--- src/rtl/usb_pkg.sv ---
// usb_pkg: constants, packet codes and CRC16 helpers shared by the USB TX and RX controllers.
package usb_pkg;
  localparam logic [7:0] SYNC_BYTE = 8'h80;
  localparam logic [7:0] PID_DATA = 8'h3C;
  localparam logic [7:0] PID_ACK = 8'h2D;
  localparam logic [7:0] PID_NAK = 8'hA5;
  localparam logic [7:0] PID_OUT = 8'h1E;
  localparam logic [7:0] PID_IN = 8'h96;
  localparam logic [15:0] CRC16_POLY = 16'hA001;
  localparam logic [15:0] CRC16_INIT = 16'hFFFF;
  localparam logic [15:0] CRC16_RESIDUAL = 16'hB001;
  typedef enum logic [2:0] {PKT_NONE, PKT_DATA, PKT_ACK, PKT_NAK, PKT_OUT, PKT_IN} rx_pkt_e;
  typedef enum logic [3:0] {
    ST_IDLE, ST_SYNC_WAIT, ST_PID_WAIT, ST_DATA, ST_TOKEN, ST_HS, ST_ERR, ST_ERR_EOP, ST_EOP_WAIT
  } rx_state_e;
  function automatic rx_pkt_e pid_to_pkt(input logic [7:0] pid);
    return pid == PID_DATA ? PKT_DATA : pid == PID_ACK ? PKT_ACK : pid == PID_NAK ? PKT_NAK :
           pid == PID_OUT ? PKT_OUT : pid == PID_IN ? PKT_IN : PKT_NONE;
  endfunction
  function automatic logic [15:0] crc16_byte(input logic [15:0] crc, input logic [7:0] d);
    logic [15:0] c;
    c = crc ^ {8'h00, d};
    for (int i = 0; i < 8; i++) c = c[0] ? (c >> 1) ^ CRC16_POLY : c >> 1;
    return c;
  endfunction
endpackage

--- src/rtl/usb_crc16_chk.sv ---
// usb_crc16_chk: byte-wise reflected CRC16 accumulator; crc_ok once data plus its CRC has been fed.
module usb_crc16_chk
  import usb_pkg::*;
(
  input  logic       clk,
  input  logic       n_rst,
  input  logic       clear,
  input  logic       enable,
  input  logic [7:0] data,
  output logic       crc_ok
);
  logic [15:0] r_crc;
  always_ff @(posedge clk or negedge n_rst)
    if (!n_rst) r_crc <= CRC16_INIT;
    else if (clear) r_crc <= CRC16_INIT;
    else if (enable) r_crc <= crc16_byte(r_crc, data);
  assign crc_ok = r_crc == CRC16_RESIDUAL;
endmodule

--- src/rtl/usb_rx_fsm.sv ---
// usb_rx_fsm: USB full-speed receive controller; frames SYNC/PID/CRC16/EOP and writes payload
// through a two-byte holdback so the trailing CRC bytes never reach the buffer.
module usb_rx_fsm
  import usb_pkg::*;
#(
  parameter int MAX_PAYLOAD = 64
) (
  input  logic       clk,
  input  logic       n_rst,
  input  logic       d_edge,
  input  logic       eop,
  input  logic       byte_received,
  input  logic [7:0] rcv_data,
  input  logic       buffer_full,
  output logic       rcving,
  output logic       w_enable,
  output logic [7:0] rx_data,
  output logic [2:0] rx_packet,
  output logic       rx_data_ready,
  output logic       rx_transfer_active,
  output logic       r_error,
  output logic [6:0] rx_byte_count
);
  rx_state_e   r_state;
  logic [7:0]  r_hold0, r_hold1;
  logic [1:0]  r_cnt;
  logic        w_crc_ok, w_byte, w_fail, w_full;
  rx_pkt_e     w_pid;
  assign w_byte = byte_received && !eop;
  assign w_pid = pid_to_pkt(rcv_data);
  assign w_full = buffer_full || rx_byte_count == 7'(MAX_PAYLOAD);
  usb_crc16_chk u_crc (
    .clk(clk), .n_rst(n_rst), .clear(r_state == ST_IDLE && d_edge),
    .enable(r_state == ST_DATA && w_byte), .data(rcv_data), .crc_ok(w_crc_ok)
  );
  // every path into ERR is collected here; eop always outranks a same-cycle byte
  always_comb begin
    w_fail = 1'b0;
    case (r_state)
      ST_SYNC_WAIT: w_fail = eop || (byte_received && rcv_data != SYNC_BYTE);
      ST_PID_WAIT:  w_fail = eop || (byte_received && w_pid == PKT_NONE);
      ST_DATA:      w_fail = eop ? !(r_cnt == 2'd2 && w_crc_ok) : w_byte && r_cnt == 2'd2 && w_full;
      ST_TOKEN:     w_fail = eop ? r_cnt != 2'd2 : byte_received && r_cnt == 2'd2;
      ST_HS:        w_fail = w_byte;
      default:      w_fail = 1'b0;
    endcase
  end
  always_ff @(posedge clk or negedge n_rst) begin
    if (!n_rst) begin
      r_state <= ST_IDLE;
      r_hold0 <= '0;
      r_hold1 <= '0;
      r_cnt <= '0;
      rcving <= 1'b0;
      w_enable <= 1'b0;
      rx_data <= '0;
      rx_packet <= '0;
      rx_data_ready <= 1'b0;
      rx_transfer_active <= 1'b0;
      r_error <= 1'b0;
      rx_byte_count <= '0;
    end else begin
      w_enable <= 1'b0;
      rx_data_ready <= 1'b0;
      if (w_fail) begin
        r_state <= ST_ERR;
        r_error <= 1'b1;
        rx_transfer_active <= 1'b0;
      end else begin
        case (r_state)
          ST_IDLE: if (d_edge) begin
            r_state <= ST_SYNC_WAIT;
            rcving <= 1'b1;
            r_error <= 1'b0;
            rx_packet <= '0;
            rx_byte_count <= '0;
          end
          ST_SYNC_WAIT: if (byte_received) r_state <= ST_PID_WAIT;
          ST_PID_WAIT: if (byte_received) begin
            rx_packet <= w_pid;
            rx_transfer_active <= w_pid == PKT_DATA;
            r_cnt <= '0;
            r_state <= w_pid == PKT_DATA ? ST_DATA : (w_pid == PKT_OUT || w_pid == PKT_IN) ? ST_TOKEN : ST_HS;
          end
          ST_DATA: if (eop) begin
            r_state <= ST_EOP_WAIT;
            rx_data_ready <= 1'b1;
          end else if (byte_received) begin
            if (r_cnt == 2'd2) begin
              w_enable <= 1'b1;
              rx_data <= r_hold1;
              rx_byte_count <= rx_byte_count + 7'd1;
            end else r_cnt <= r_cnt + 2'd1;
            r_hold1 <= r_hold0;
            r_hold0 <= rcv_data;
          end
          ST_TOKEN: if (eop) r_state <= ST_EOP_WAIT;
                    else if (byte_received) r_cnt <= r_cnt + 2'd1;
          ST_HS: if (eop) r_state <= ST_EOP_WAIT;
          ST_ERR: if (eop) r_state <= ST_ERR_EOP;
          ST_ERR_EOP: if (!eop) begin
            r_state <= ST_IDLE;
            rcving <= 1'b0;
          end
          ST_EOP_WAIT: if (!eop) begin
            r_state <= ST_IDLE;
            rcving <= 1'b0;
            rx_transfer_active <= 1'b0;
          end
          default: r_state <= ST_IDLE;
        endcase
      end
    end
  end
endmodule
--- config.mk ---
export PLATFORM = sky130hd
export DESIGN_NAME = usb_rx_fsm
export DESIGN_NICKNAME = d
export VERILOG_FILES = /design/src/rtl/usb_pkg.sv /design/src/rtl/usb_crc16_chk.sv /design/src/rtl/usb_rx_fsm.sv
export SDC_FILE = /design/constraint.sdc
export NUM_CORES = 1
export LEC_CHECK = 0
export ABC_AREA = 1
export CORE_ASPECT_RATIO = 1.75
export CORE_MARGIN = 2
export CORE_UTILIZATION = 40
export DETAILED_ROUTE_END_ITERATION = 7
export SETUP_SLACK_MARGIN = 0.05
export SLEW_MARGIN = 25
export SYNTH_ARGS = -nofsm -noshare
export SYNTH_HDL_FRONTEND = slang
export SYNTH_SLANG_ARGS = --single-unit
--- constraint.sdc ---
create_clock -name clk -period 6 [get_ports clk]
set_clock_uncertainty 0.2 [all_clocks]
set_input_delay 0.9 -clock clk [delete_from_list [all_inputs] [get_ports clk]]
set_output_delay 0.9 -clock clk [all_outputs]
set_load 0.005 [all_outputs]
==> results.toml <==
[setup_path]
slowest_delay_ns = 0.54
crit_path_end_kind = "flop"
cp_max_fo = 23
critical_path_required_ns = 6.03
cp_data_arrival_time_ns = 3.18
critical_path.slowest_cell = "inv_1"
reg2reg_setup_slack_ns = 3.19
cp_common_cell = "inv_1"
path_cells = "clkdlybuf4s50_1 > inv_1 > nor2_1 > inv_1 > nor2_2 > inv_1 > nand2_1 > inv_1 > a22oi_1"
critical_path_class = "in -> reg"
start_kind = "input pin"

[synth]
yosys.cell_count.top_type = "nand2_1"
synth_top_cell_by_area = "dfrtp_1"
syn-instance-count = 483
yosys_register_bits = 61
synthTopCellsByCount = "nand2_1 (164), inv_1 (51), dfrtp_1 (45), nor2_1 (45), nand4_1 (29)"
yosysSeqAreaShare_pct = 42.8
syn_avg_cell_area_um2 = 7.48
syn_nets = 500
synth.area.top_cells = "dfrtp_1 (31%), nand2_1 (17%), dfstp_2 (12%)"
syn-cell-area_um2 = 3610
ys_async_sr_fraction_pct = 100
yosys.area.top_type_share_pct = 31.2
synth.distinct_cells = 38
synthFlopType = "dfrtp_1"
synth-edff-count = 0
synth_warnings = 0

[global_routing]
antenna_found_initial = 0
gr-total-overflow = 0
grt_pass1_wl_um = 15900
grt_max_degree = 62
grt_pass1_vias = 3366
track_usage_pct = 21.6

[floorplan]
die_h_um = 130
die_w_um = 75.8
core_um2 = 8730
std_cell_rows = 45
start_util_pct = 41.4
num_io_pins = 37
dieArea_um2 = 9840

[layout]
nets = 536
drive_above_1_share_pct = 12.6
area_delta_synth_final_pct = 20.1
diodes = 0

[cts]
cts_setup_buffers = 0
root_buffer = "clkbuf_16"
clk_path_buf_depth = 2
cts_resized = 0
htreeDepth = 3
cts_tree = "yes"
clk_pin_slew_ns = 0.05
clkSinkCount = 61
cts-buffers-inserted = 9
clock_latency_ns = 0.33
hold_buffers = 0

[placement]
dpl_worst_slack_ns = 2.50
numPortBuffers = 36
gp_congestion = 0.956
dp_hpwl_um = 7060

[sta]
rsz0062_at_grt = "false"
finalHoldViolCount = 0
max_freq_mhz = 317
finalSetupViolations = 0
fin_ws_ns = 2.85
tightest_slew_ns = 0.783
slew_viol_final = 0
layout_min_cycle_time_ns = 3.15
fin_tns_setup_ns = 0
relSlewSlack_pct = 47.8
fin_crit_sh_pct = 52.6

[power_and_ir_drop]
power.internal_w = 0.00109
seq_power_share_pct = 33.8
clkPwrFrac_pct = 28.1
p_comb_share_pct = 38.1
powerDensity_nw_per_um2 = 424
ir_drop_v = 0.000194
p_switching_w = 0.000748
power.share.switching_pct = 40.6
p_leak_nw = 2.22

[route]
antenna_left = 0
wire_per_inst_um = 14.9
wirelength_um = 9580
viasPerCell = 5.17
drt_pass1_iterations = 4
drt_iter0_markers = 215
num_vias = 3315
drc = 0

[hold_path]
hold_path.class = "reg -> reg"

[outcome]
status = "finished clean"

[job]
maxCapViolations = 0
==> area by class of cell <==
type / instances / area (um2)
well taps: 117 / 146
clock buffers: 10 / 239
inverters: 60 / 226
fillers: 880 / 4390
repair buffers: 38 / 370
flip-flops and latches: 61 / 1550
clock inverters: 6 / 62.6
multi-input cells: 349 / 1750
==> worst max-delay path, delay by kind of cell <==
| kind | cells | cell delay (ns) |
|---|---|---|
| AOI/OAI and AO/OA | 1 | 0.14 |
| buffers and inverters | 5 | 1.73 |
| and+or+nand+nor | 3 | 0.41 |
==> stage by stage <==
step           utilization (%)  power [W]  area (um2)  hold WS [ns]  std cells
2_1_floorplan                -    0.00116        3610         0.243        483
3_3_place_gp              46.3    0.00131        4040         0.254        625
3_5_place_dp              46.3    0.00132        4040         0.264        625
4_1_cts                   49.7    0.00185        4340         0.276        641
5_1_grt                   49.7    0.00197        4340         0.300        641
6_report                  49.7    0.00184        4340         0.274        641
==> routing by layer <==
metal  routed length (um)  part of all wire (%)  track usage, %
met2                 5120                    53            36.6
met5                    0                     0               0
met3                  342                   3.6            3.40
met1                 3770                    39            24.9
met4                  348                   3.6            12.5
==> flip-flops by register name, indices dropped and copies added (netlist names) <==
name and count:
r_state 4, u_crc.r_crc 16, r_hold1 8, rx_data_ready 1
rx_data 8, r_error 1, rx_packet 3, rx_byte_count 7
r_hold0 8, rx_transfer_active 1, r_cnt 2, w_enable 1
rcving 1
==> worst paths after layout <==
check | startpoint | endpoint | cells past startpoint
max | byte_received | u_crc.r_crc[3]$_DFFE_PN1P_ | 9
min | r_hold0[6]$_DFFE_PN0P_ | r_hold1[6]$_DFFE_PN0P_ | 2
max reg2reg | r_cnt[0]$_DFFE_PN0P_ | r_hold1[7]$_DFFE_PN0P_ | 14
min reg2reg | r_hold0[6]$_DFFE_PN0P_ | r_hold1[6]$_DFFE_PN0P_ | 2
max in group asynchronous | n_rst | rx_data[4]$_DFFE_PN0P_ | 2
min in group asynchronous | n_rst | rx_transfer_active$_DFFE_PN0P_ | 2
==> layout by cell type (no fill, tap or decap), drive strengths merged, types with 10 or more instances in the layout <==
cell           netlist  routed
inv                 59      59
o21ai               26      26
nor2                50      50
dfrtp               45      45
nand3               17      17
dfstp               16      16
nand2              170     170
clkbuf               5      10
a21oi               13      13
nand4               32      32
clkdlybuf4s50        0      35
==> power groups by stage <==
| stage | combinational, W | clock (W) | sequential [W] |
|---|---|---|---|
| after floorplan | 0.000554 | 0 | 0.000602 |
| after global placement | 0.000685 | 0 | 0.000621 |
| after detailed placement | 0.000699 | 0 | 0.000626 |
| after CTS | 0.000704 | 0.000526 | 0.000620 |
| after global routing | 0.000791 | 0.000543 | 0.000634 |
| final | 0.000701 | 0.000518 | 0.000622 |
==> kinds of logic (layout without fill, tap and decap cells) <==
group                    count (synthesis)  after routing  synth area share, %
AND/OR/NAND/NOR                        282            282                 35.6
buffers and inverters                   73            114                 8.83
flip-flops                              61             61                 42.8
AO/OA/AOI/OAI                           54             54                 9.31
XOR/XNOR                                10             10                 2.42
adder cells (fa/ha/maj)                  3              3                 1.04
Note: power is estimated with default switching activity, not from simulation.
